## src/rtl/led_chain_receiver.sv

```systemverilog
// Daisy-chain LED receiver node: hunts a frame header, captures one
// pixel word, and forwards the header plus all later bits downstream.
// Ports:
//   reCLK, globalReset      recovered clock, async active-low reset
//   rx_data, rx_valid       upstream serial bit and strobe
//   hdr_ref                 header pattern, MSB first on the wire
//   tx_data, tx_valid       downstream serial bit and strobe
//   pixel_data              latched pixel, channel 0 in MSBs
//   pixel_update            pulse coincident with a pixel_data change
//   capture_abort           pulse when a frame ends mid-capture
//   frame_busy              high while not hunting for a header
module led_chain_receiver #(
   parameter int CH_COUNT     = 3,
   parameter int CH_WIDTH     = 12,
   parameter int HDR_WIDTH    = 16,
   parameter int GAP_CYCLES   = 8,
   parameter int LATCH_AT_END = 0
) (
   input  logic                         reCLK,
   input  logic                         globalReset,
   input  logic                         rx_data,
   input  logic                         rx_valid,
   input  logic [HDR_WIDTH-1:0]         hdr_ref,
   output logic                         tx_data,
   output logic                         tx_valid,
   output logic [CH_COUNT*CH_WIDTH-1:0] pixel_data,
   output logic                         pixel_update,
   output logic                         capture_abort,
   output logic                         frame_busy
);

   localparam int PIX_W = CH_COUNT * CH_WIDTH;
   localparam int CNT_W = $clog2(PIX_W);
   localparam int GAP_W = $clog2(GAP_CYCLES);
   localparam int FL_W  = $clog2(HDR_WIDTH);

   localparam logic [CNT_W-1:0] CNT_LAST = CNT_W'(PIX_W - 1);
   localparam logic [GAP_W-1:0] GAP_LAST = GAP_W'(GAP_CYCLES - 1);
   localparam logic [FL_W-1:0]  FL_LAST  = FL_W'(HDR_WIDTH - 1);

   typedef enum logic [1:0] {
      S_HUNT,
      S_CAPTURE,
      S_PASS,
      S_FLUSH
   } state_t;

   state_t r_state;
   state_t w_nstate;

   logic [HDR_WIDTH-1:0] r_win;
   logic [HDR_WIDTH-1:0] r_wval;
   logic [PIX_W-1:0]     r_cap;
   logic [CNT_W-1:0]     r_bitcnt;
   logic [GAP_W-1:0]     r_gap;
   logic [FL_W-1:0]      r_flcnt;
   logic                 r_tx_data;
   logic                 r_tx_valid;
   logic [PIX_W-1:0]     r_pix;
   logic                 r_upd;
   logic                 r_abort;
   logic                 r_busy;

   logic             w_match;
   logic             w_timeout;
   logic             w_cap_last;
   logic [PIX_W-1:0] w_cap_next;
   logic [PIX_W-1:0] w_load_val;
   logic             w_gap_run;
   logic             w_shift;
   logic             w_cap;
   logic             w_load;
   logic             w_abort;

   assign w_match    = (r_win == hdr_ref) && (&r_wval);
   assign w_gap_run  = (r_state == S_CAPTURE) || (r_state == S_PASS);
   assign w_timeout  = w_gap_run && !rx_valid && (r_gap == GAP_LAST);
   assign w_cap_last = (r_bitcnt == CNT_LAST);
   assign w_cap_next = {r_cap[PIX_W-2:0], rx_data};
   // Deferred latch takes the finished capture; immediate latch
   // includes the final bit arriving this cycle.
   assign w_load_val = (LATCH_AT_END != 0) ? r_cap : w_cap_next;

   always_ff @(posedge reCLK or negedge globalReset) begin
      if (!globalReset) begin
         r_state <= S_HUNT;
      end else begin
         r_state <= w_nstate;
      end
   end

   always_comb begin
      w_nstate = r_state;
      w_shift  = 1'b0;
      w_cap    = 1'b0;
      w_load   = 1'b0;
      w_abort  = 1'b0;
      unique case (r_state)
         S_HUNT: begin
            if (w_match) begin
               // Window freezes; a bit arriving now is pixel bit 0.
               w_nstate = S_CAPTURE;
               w_cap    = rx_valid;
               if (rx_valid && w_cap_last) begin
                  w_nstate = S_PASS;
                  w_load   = (LATCH_AT_END == 0);
               end
            end else begin
               w_shift = rx_valid;
            end
         end
         S_CAPTURE: begin
            if (w_timeout) begin
               w_nstate = S_FLUSH;
               w_abort  = 1'b1;
            end else if (rx_valid) begin
               w_cap = 1'b1;
               if (w_cap_last) begin
                  w_nstate = S_PASS;
                  w_load   = (LATCH_AT_END == 0);
               end
            end
         end
         S_PASS: begin
            if (w_timeout) begin
               w_nstate = S_FLUSH;
               w_load   = (LATCH_AT_END != 0);
            end else begin
               w_shift = rx_valid;
            end
         end
         S_FLUSH: begin
            // Drain every slot; bits of a new frame keep their valid.
            w_shift = 1'b1;
            if (r_flcnt == FL_LAST) begin
               w_nstate = S_HUNT;
            end
         end
         default: begin
            w_nstate = S_HUNT;
         end
      endcase
   end

   always_ff @(posedge reCLK or negedge globalReset) begin
      if (!globalReset) begin
         r_win      <= '0;
         r_wval     <= '0;
         r_cap      <= '0;
         r_bitcnt   <= '0;
         r_gap      <= '0;
         r_flcnt    <= '0;
         r_tx_data  <= 1'b0;
         r_tx_valid <= 1'b0;
         r_pix      <= '0;
         r_upd      <= 1'b0;
         r_abort    <= 1'b0;
         r_busy     <= 1'b0;
      end else begin
         r_tx_valid <= w_shift & r_wval[HDR_WIDTH-1];
         r_tx_data  <= w_shift & r_win[HDR_WIDTH-1];
         if (w_shift) begin
            r_win  <= {r_win[HDR_WIDTH-2:0], rx_data};
            r_wval <= {r_wval[HDR_WIDTH-2:0], rx_valid};
         end
         if (w_abort) begin
            r_cap    <= '0;
            r_bitcnt <= '0;
         end else if (w_cap) begin
            r_cap    <= w_cap_next;
            r_bitcnt <= w_cap_last ? '0 : r_bitcnt + CNT_W'(1);
         end
         r_upd <= w_load;
         if (w_load) begin
            r_pix <= w_load_val;
         end
         r_abort <= w_abort;
         // Idle run length; restarts on any bit and on state change.
         if (!w_gap_run || rx_valid || (w_nstate != r_state)) begin
            r_gap <= '0;
         end else if (r_gap != GAP_LAST) begin
            r_gap <= r_gap + GAP_W'(1);
         end
         if (r_state == S_FLUSH && r_flcnt != FL_LAST) begin
            r_flcnt <= r_flcnt + FL_W'(1);
         end else begin
            r_flcnt <= '0;
         end
         r_busy <= (w_nstate != S_HUNT);
      end
   end

   assign tx_data       = r_tx_data;
   assign tx_valid      = r_tx_valid;
   assign pixel_data    = r_pix;
   assign pixel_update  = r_upd;
   assign capture_abort = r_abort;
   assign frame_busy    = r_busy;

endmodule

```

## config.mk

```make
export PLATFORM = sky130hd
export DESIGN_NAME = led_chain_receiver
export DESIGN_NICKNAME = d
export VERILOG_FILES = /design/src/rtl/led_chain_receiver.sv
export SDC_FILE = /design/constraint.sdc
export NUM_CORES = 1
export LEC_CHECK = 0
export ABC_AREA = 1
export CAP_MARGIN = 20
export CELL_PAD_IN_SITES_DETAIL_PLACEMENT = 0
export CELL_PAD_IN_SITES_GLOBAL_PLACEMENT = 2
export CORE_UTILIZATION = 34
export CTS_CLUSTER_DIAMETER = 30
export DETAILED_ROUTE_END_ITERATION = 7
export HOLD_SLACK_MARGIN = 0.02
export PLACE_DENSITY_LB_ADDON = 0.25
export SLEW_MARGIN = 25
export SYNTH_ARGS = -nofsm -noshare
export SYNTH_HDL_FRONTEND = slang
export SYNTH_SLANG_ARGS = --single-unit
```

## constraint.sdc

```tcl
create_clock -name reCLK -period 2.4 [get_ports reCLK]
set_clock_uncertainty 0.15 [all_clocks]
set_input_delay 0.48 -clock reCLK [delete_from_list [all_inputs] [get_ports reCLK]]
set_output_delay 0.48 -clock reCLK [all_outputs]
set_load 0.02 [all_outputs]
```

## Yosys cells after proc, flatten, opt, wreduce, memory -nomap -nowiden

Cells that the tools add are included.

| word-level totals | value |
|---|---|
| output and inout port bits | 41 |
| input port bits | 20 |
| word-level logic and storage cells | 74 |
| bits in registers | 123 |

| cells by class | value |
|---|---|
| $add $sub $neg | 3 |
| bitwise gates (word level) | 2 |
| muxes and demuxes | 31 |
| reduce and logical (&&, ||, !) cells | 15 |
| equal/unequal tests | 10 |

Operators by type and width:

| operator | count |
|---|---|
| 35-bit two-way mux | 2 |
| 6-bit two-way mux | 3 |
| 16-bit == test | 1 |
| 16-bit AND reduction | 1 |
| 2-bit two-way mux | 7 |
| 1-bit two-way mux | 12 |
| 2-bit one-hot mux with 4 select lines | 1 |
| 6-bit by 1-bit adder with 6-bit output, second input constant | 1 |
| 6-bit == test, second input constant | 1 |
| 3-bit two-way mux | 2 |
| 2-bit nonzero test | 3 |
| 1-bit logical AND | 5 |
| 4-bit by 1-bit adder with 4-bit output, second input constant | 1 |
| 2-bit == test, second input constant | 2 |
| 4-bit == test, second input constant | 1 |
| 4-bit two-way mux | 1 |
| 4-bit != test, second input constant | 1 |
| 1-bit one-hot mux with 2 select lines | 2 |
| 3-bit by 1-bit adder with 3-bit output, second input constant | 1 |
| 3-bit == test, second input constant | 1 |
| 1-bit logical OR | 3 |
| 3-bit != test, second input constant | 1 |
| 1-bit one-hot mux with 3 select lines | 1 |
| 1-bit bitwise AND | 2 |
| 4 further kinds | 5 |

## Longest topological paths before layout

| depth | value |
|---|---|
| depth in word-level cells | 9 |
| gate-level depth with buffers | 15 |
| depth with buffers taken out | 13 |

## Worst setup path after synthesis

Ideal clock, no wire load.

| path | value |
|---|---|
| path type | register -> register |
| start point | register r_gap[0] |
| end point | register r_cap[34] |
| cell stages (with the launch flop) | 10 |
| library setup time | 95 ps |
| data required time | 2,155 ps |
| buffers on the path | 2 |
| setup slack | 370 ps |
| period minus slack after synthesis | 2,030 ps |
| data arrival time | 1,784 ps |
| path through | dfrtp_1 -> ha_1 -> ha_1 -> inv_1 -> nor2_1 -> nand2_1 -> clkbuf_1 -> clkbuf_1 -> nand3_1 -> o31ai_1 |

| between the ends | value |
|---|---|
| cells in the longest elaborated chain, start to end | 5 |
| elaborated cells between the ends (all ways) | 8 |
| classes of those cells | eq/ne (1); mux (5); reduce/logical (2) |

RTL lines:

| what | RTL line | RTL |
|---|---|---|
| from (decl) | 55 | `logic [GAP_W-1:0] r_gap;` |
| from (signal assigned) | 182 | `r_gap <= r_gap + GAP_W'(1);` |
| 3-bit == test (*) | 77 | `assign w_timeout = w_gap_run && !rx_valid && (r_gap == GAP_LAST);` |
| 1-bit logical AND (*) | 77 |  |
| 1-bit two-way mux | 113 | `if (w_timeout) begin` |
| 1-bit one-hot mux with 2 select lines / 1-bit two-way mux (equally long branches) | 98 | `unique case (r_state)` |
| 2-bit nonzero test (no line) / 35-bit two-way mux (equally long branches) | n/a |  |
| to (signal assigned) | 170 | `r_cap <= w_cap_next;` |
| to (decl) | 53 | `logic [PIX_W-1:0] r_cap;` |

Mark *: on every way between the ends. The rest lies on a longest branch, timed or not.
A chain may end at the register's enable or synchronous reset.

## Worst setup path in the final report

| path | value |
|---|---|
| start point | input hdr_ref[11] |
| end point | register r_win[12] |

| between the ends | value |
|---|---|
| cells in the longest elaborated chain, start to end | 4 |

RTL lines:

| what | RTL line | RTL |
|---|---|---|
| from (decl) | 23 | `input logic [HDR_WIDTH-1:0] hdr_ref,` |
| 16-bit == test | 75 | `assign w_match = (r_win == hdr_ref) && (&r_wval);` |
| 1-bit logical AND | 75 |  |
| 1-bit two-way mux | 100 | `if (w_match) begin` |
| 1-bit one-hot mux with 3 select lines | 98 |  |
| to (signal assigned) | 163 | `r_win <= {r_win[HDR_WIDTH-2:0], rx_data};` |
| to (decl) | 51 | `logic [HDR_WIDTH-1:0] r_win;` |

No other way between the ends.

==> impl_metrics.py <==
metrics = {
    "outcome": {
        "status": "complete, no violations",
    },
    "worst_setup_path": {
        "cp_data_required_time_ns": 2.58,
        "critPathLaunchType": "primary input",
        "end_kind": "flop",
        "cp.arrival_ns": 2.41,
        "crit_fanout": 45,
        "path_class": "in2reg",
    },
    "synthesis": {
        "synth_area_um2": 5440,
        "yosys.area.top_type_share_pct": 56.5,
        "synthCells": 612,
        "avgSynthCellArea_um2": 8.90,
        "synth_flop_cell": "dfrtp_1",
        "synth_nets": 640,
        "ys_async_sr_fraction_pct": 100,
        "yosysWarnings": 0,
        "synth_top_area_cell": "dfrtp_1",
        "synth-seq-cells": 123,
        "ys_top_cells_by_area": "dfrtp_1 (57%), nand2_1 (10%), inv_1 (6.1%)",
        "seq_area_frac_synth_pct": 56.5,
        "synth_edf_count": 0,
        "ys_types": 28,
    },
    "cells_and_area": {
        "antenna_cells": 0,
        "drive_gt1_share_pct": 10.2,
        "fin_area_um2": 7010,
        "finalNonFillerCells": 919,
        "multiInputGateArea_um2": 1870,
        "fillers": 1553,
        "area_growth_pct": 28.8,
        "final_nets": 726,
        "regArea_um2": 3080,
    },
    "global_route": {
        "grt_pass1_vias": 4397,
        "grt_overflow": 0,
        "grt_pass1_wl_mm": 20.6,
        "grt_max_degree": 48,
        "antenna_found_initial": 0,
        "grt.total_usage_pct": 16.0,
    },
    "routing": {
        "wl_mm": 11.1,
        "num_vias": 4127,
        "detail-route-antenna-nets": 0,
        "firstDrtPassIters": 4,
        "vias_per_cell": 4.49,
        "drc": 0,
        "dr.first_iter.drc_count": 176,
        "wire_per_inst_um": 12.1,
    },
    "timing": {
        "hold_viol": 0,
        "tightest_slew_ns": 0.583,
        "period_share_pct": 92.9,
        "min_period_ns": 2.23,
        "setup-violations-final": 0,
        "max_slew_margin_pct": 61.1,
        "max_freq_mhz": 449,
        "rsz0062_at_grt": "false",
        "slew_viol_final": 0,
        "setup_slack_ns": 0.171,
    },
    "die": {
        "num_rows": 45,
        "core-area_um2": 15400,
        "start_util_pct": 35.3,
        "io_pins": 61,
        "fp.dieW_um": 129,
        "dieArea_um2": 16500,
        "fp.dieH_um": 129,
    },
    "place": {
        "io_buffer_count": 60,
        "place_ws_ns": -0.241,
        "place_hpwl_mm": 7.42,
        "dpl_cell_area_um2": 6430,
        "place_congestion": 0.790,
        "dp_cells": 889,
    },
    "clock_network": {
        "numCtsBuffers": 17,
        "post-cts-setup-buffer-count": 0,
        "cts_buffer_depth": 2,
        "htree_levels": 4,
        "cts-resized-gates": 0,
        "numClockSinks": 123,
        "cts_tree": "done",
        "clk_pin_slew_worst_paths_ns": 0.05,
        "cts-hold-fix-buffers": 1,
        "cts_root_buf": "clkbuf_16",
        "clock_latency_ns": 0.42,
    },
    "hold_path": {
        "hold_class": "reg2reg",
    },
    "power": {
        "leakage_uw": 0.00326,
        "vdd_drop_max_uv": 454,
        "powerDensity_nw_per_um2": 779,
    },
    "job": {
        "drv_cap": 0,
    },
}
-- state kept, by name, indices dropped and copies added, names as in the netlist, 2 cells and up --
signal and flops:
pixel_data 36, r_bitcnt 6, r_cap 35, r_flcnt 4
r_gap 3, r_state 2, r_win 16, r_wval 16
-- cell usage after synthesis (all sizes together), types with 2 or more instances --
| cell type | instances |
|---|---|
| xor2 | 7 |
| clkbuf | 5 |
| inv | 92 |
| nand3 | 49 |
| mux2i | 2 |
| nor2 | 30 |
| nand4 | 5 |
| buf | 20 |
| o21a | 35 |
| nor3 | 3 |
| dfrtp | 123 |
| ha | 8 |
| a21oi | 3 |
| nand2 | 153 |
| o21ai | 73 |
-- report_power, final --
group / switching (uW) / total (uW) / internal [uW]
logic: 295 / 540 / 245
clock network: 881 / 2490 / 1610
registers: 148 / 2430 / 2280
-- per-stage QoR --
step	hold slack (ns)	setup TNS [ns]	util, %	total power (uW)
finish	0.310	0	45.5	5460
CTS	0.314	0	45.5	5550
global route	0.335	0	45.5	5760
global placement	0.295	-18.21	41.7	2990
floorplan	0.0344	0	-	2760
detailed placement	0.307	-21.83	41.7	3010
-- kinds of logic after synthesis --
logic type | count (synthesis) | share of synthesized area [%]
and+or+nand+nor | 241 | 18.6
buffers and inverters | 118 | 9.29
adders and majority gates | 8 | 1.84
xor gates and xnor gates | 7 | 1.13
muxes | 2 | 0.368
DFF | 123 | 56.5
AOI/OAI and AO/OA | 113 | 12.2
-- critical path: stages --
cell             delay (ns)
clkdlybuf4s50_1        0.49
inv_1                  0.05
nand2_1                0.05
nand2_1                0.05
nor2_1                 0.14
nand2_1                0.08
nor2_2                 0.15
buf_4                  0.14
nand2_2                0.06
nand2_2                0.06
a21oi_2                0.06
o21ai_4                0.17
buf_12                 0.23
nand2_1                0.07
o21ai_1                0.11
-- metal layers --
metal  up-vias  share of wire, %  wire [um]  GRT usage [%]
met4         0               1.1        123           5.33
li1       2100                 -          -              -
met5         -                 0          0              0
met3        11               5.1        568           5.86
met1      1934                49       5430           21.4
met2        82                45       4960           23.9
-- cell type report --
cell class                 count  area share [%]
timing repair buffer          92            12.5
sequential                   123            43.9
inverter                      93            4.98
multi-input combinational    371            26.6
clock inverter                 7            1.30
tap                          211            3.76
clock buffer                  22            6.90
-- path summary, 6_finish.rpt --
| check | slack [ns] | start | cells past startpoint | endpoint |
|---|---|---|---|---|
| setup reg to reg | 0.28 | r_wval[8]$_DFFE_PN0P_ | 14 | r_win[12]$_DFFE_PN0P_ |
| max in group asynchronous | 0.96 | globalReset | 3 | r_gap[2]$_DFFE_PN0P_ |
| min in group asynchronous | 0.45 | globalReset | 2 | r_wval[0]$_DFFE_PN0P_ |
| hold / removal | 0.31 | r_flcnt[0]$_DFF_PN0_ | 1 | r_flcnt[0]$_DFF_PN0_ |
| setup / recovery | 0.17 | hdr_ref[11] | 15 | r_win[12]$_DFFE_PN0P_ |
| hold reg to reg | 0.31 | r_flcnt[0]$_DFF_PN0_ | 1 | r_flcnt[0]$_DFF_PN0_ |
-- cells in the final DEF (no fill, tap or decap), types with 2 or more instances in the layout --
| cell | n |
|---|---|
| nand2_1 | 150 |
| dfrtp_1 | 123 |
| inv_1 | 89 |
| clkdlybuf4s50_1 | 59 |
| o21ai_0 | 50 |
| nand3_1 | 49 |
| o21a_1 | 35 |
| buf_4 | 29 |
| nor2_1 | 26 |
| o21ai_1 | 22 |
| clkbuf_16 | 17 |
| ha_1 | 8 |
| xor2_1 | 7 |
| nand4_1 | 5 |
| clkbuf_8 | 4 |
| inv_2 | 3 |
| nand2_2 | 3 |
| nor3_1 | 3 |
| clkinv_2 | 3 |
| buf_12 | 3 |
| nor2_2 | 2 |
| nor2_4 | 2 |
| a21oi_1 | 2 |
| mux2i_1 | 2 |
| bufinv_16 | 2 |
Note: power is estimated with default switching activity, not from simulation.
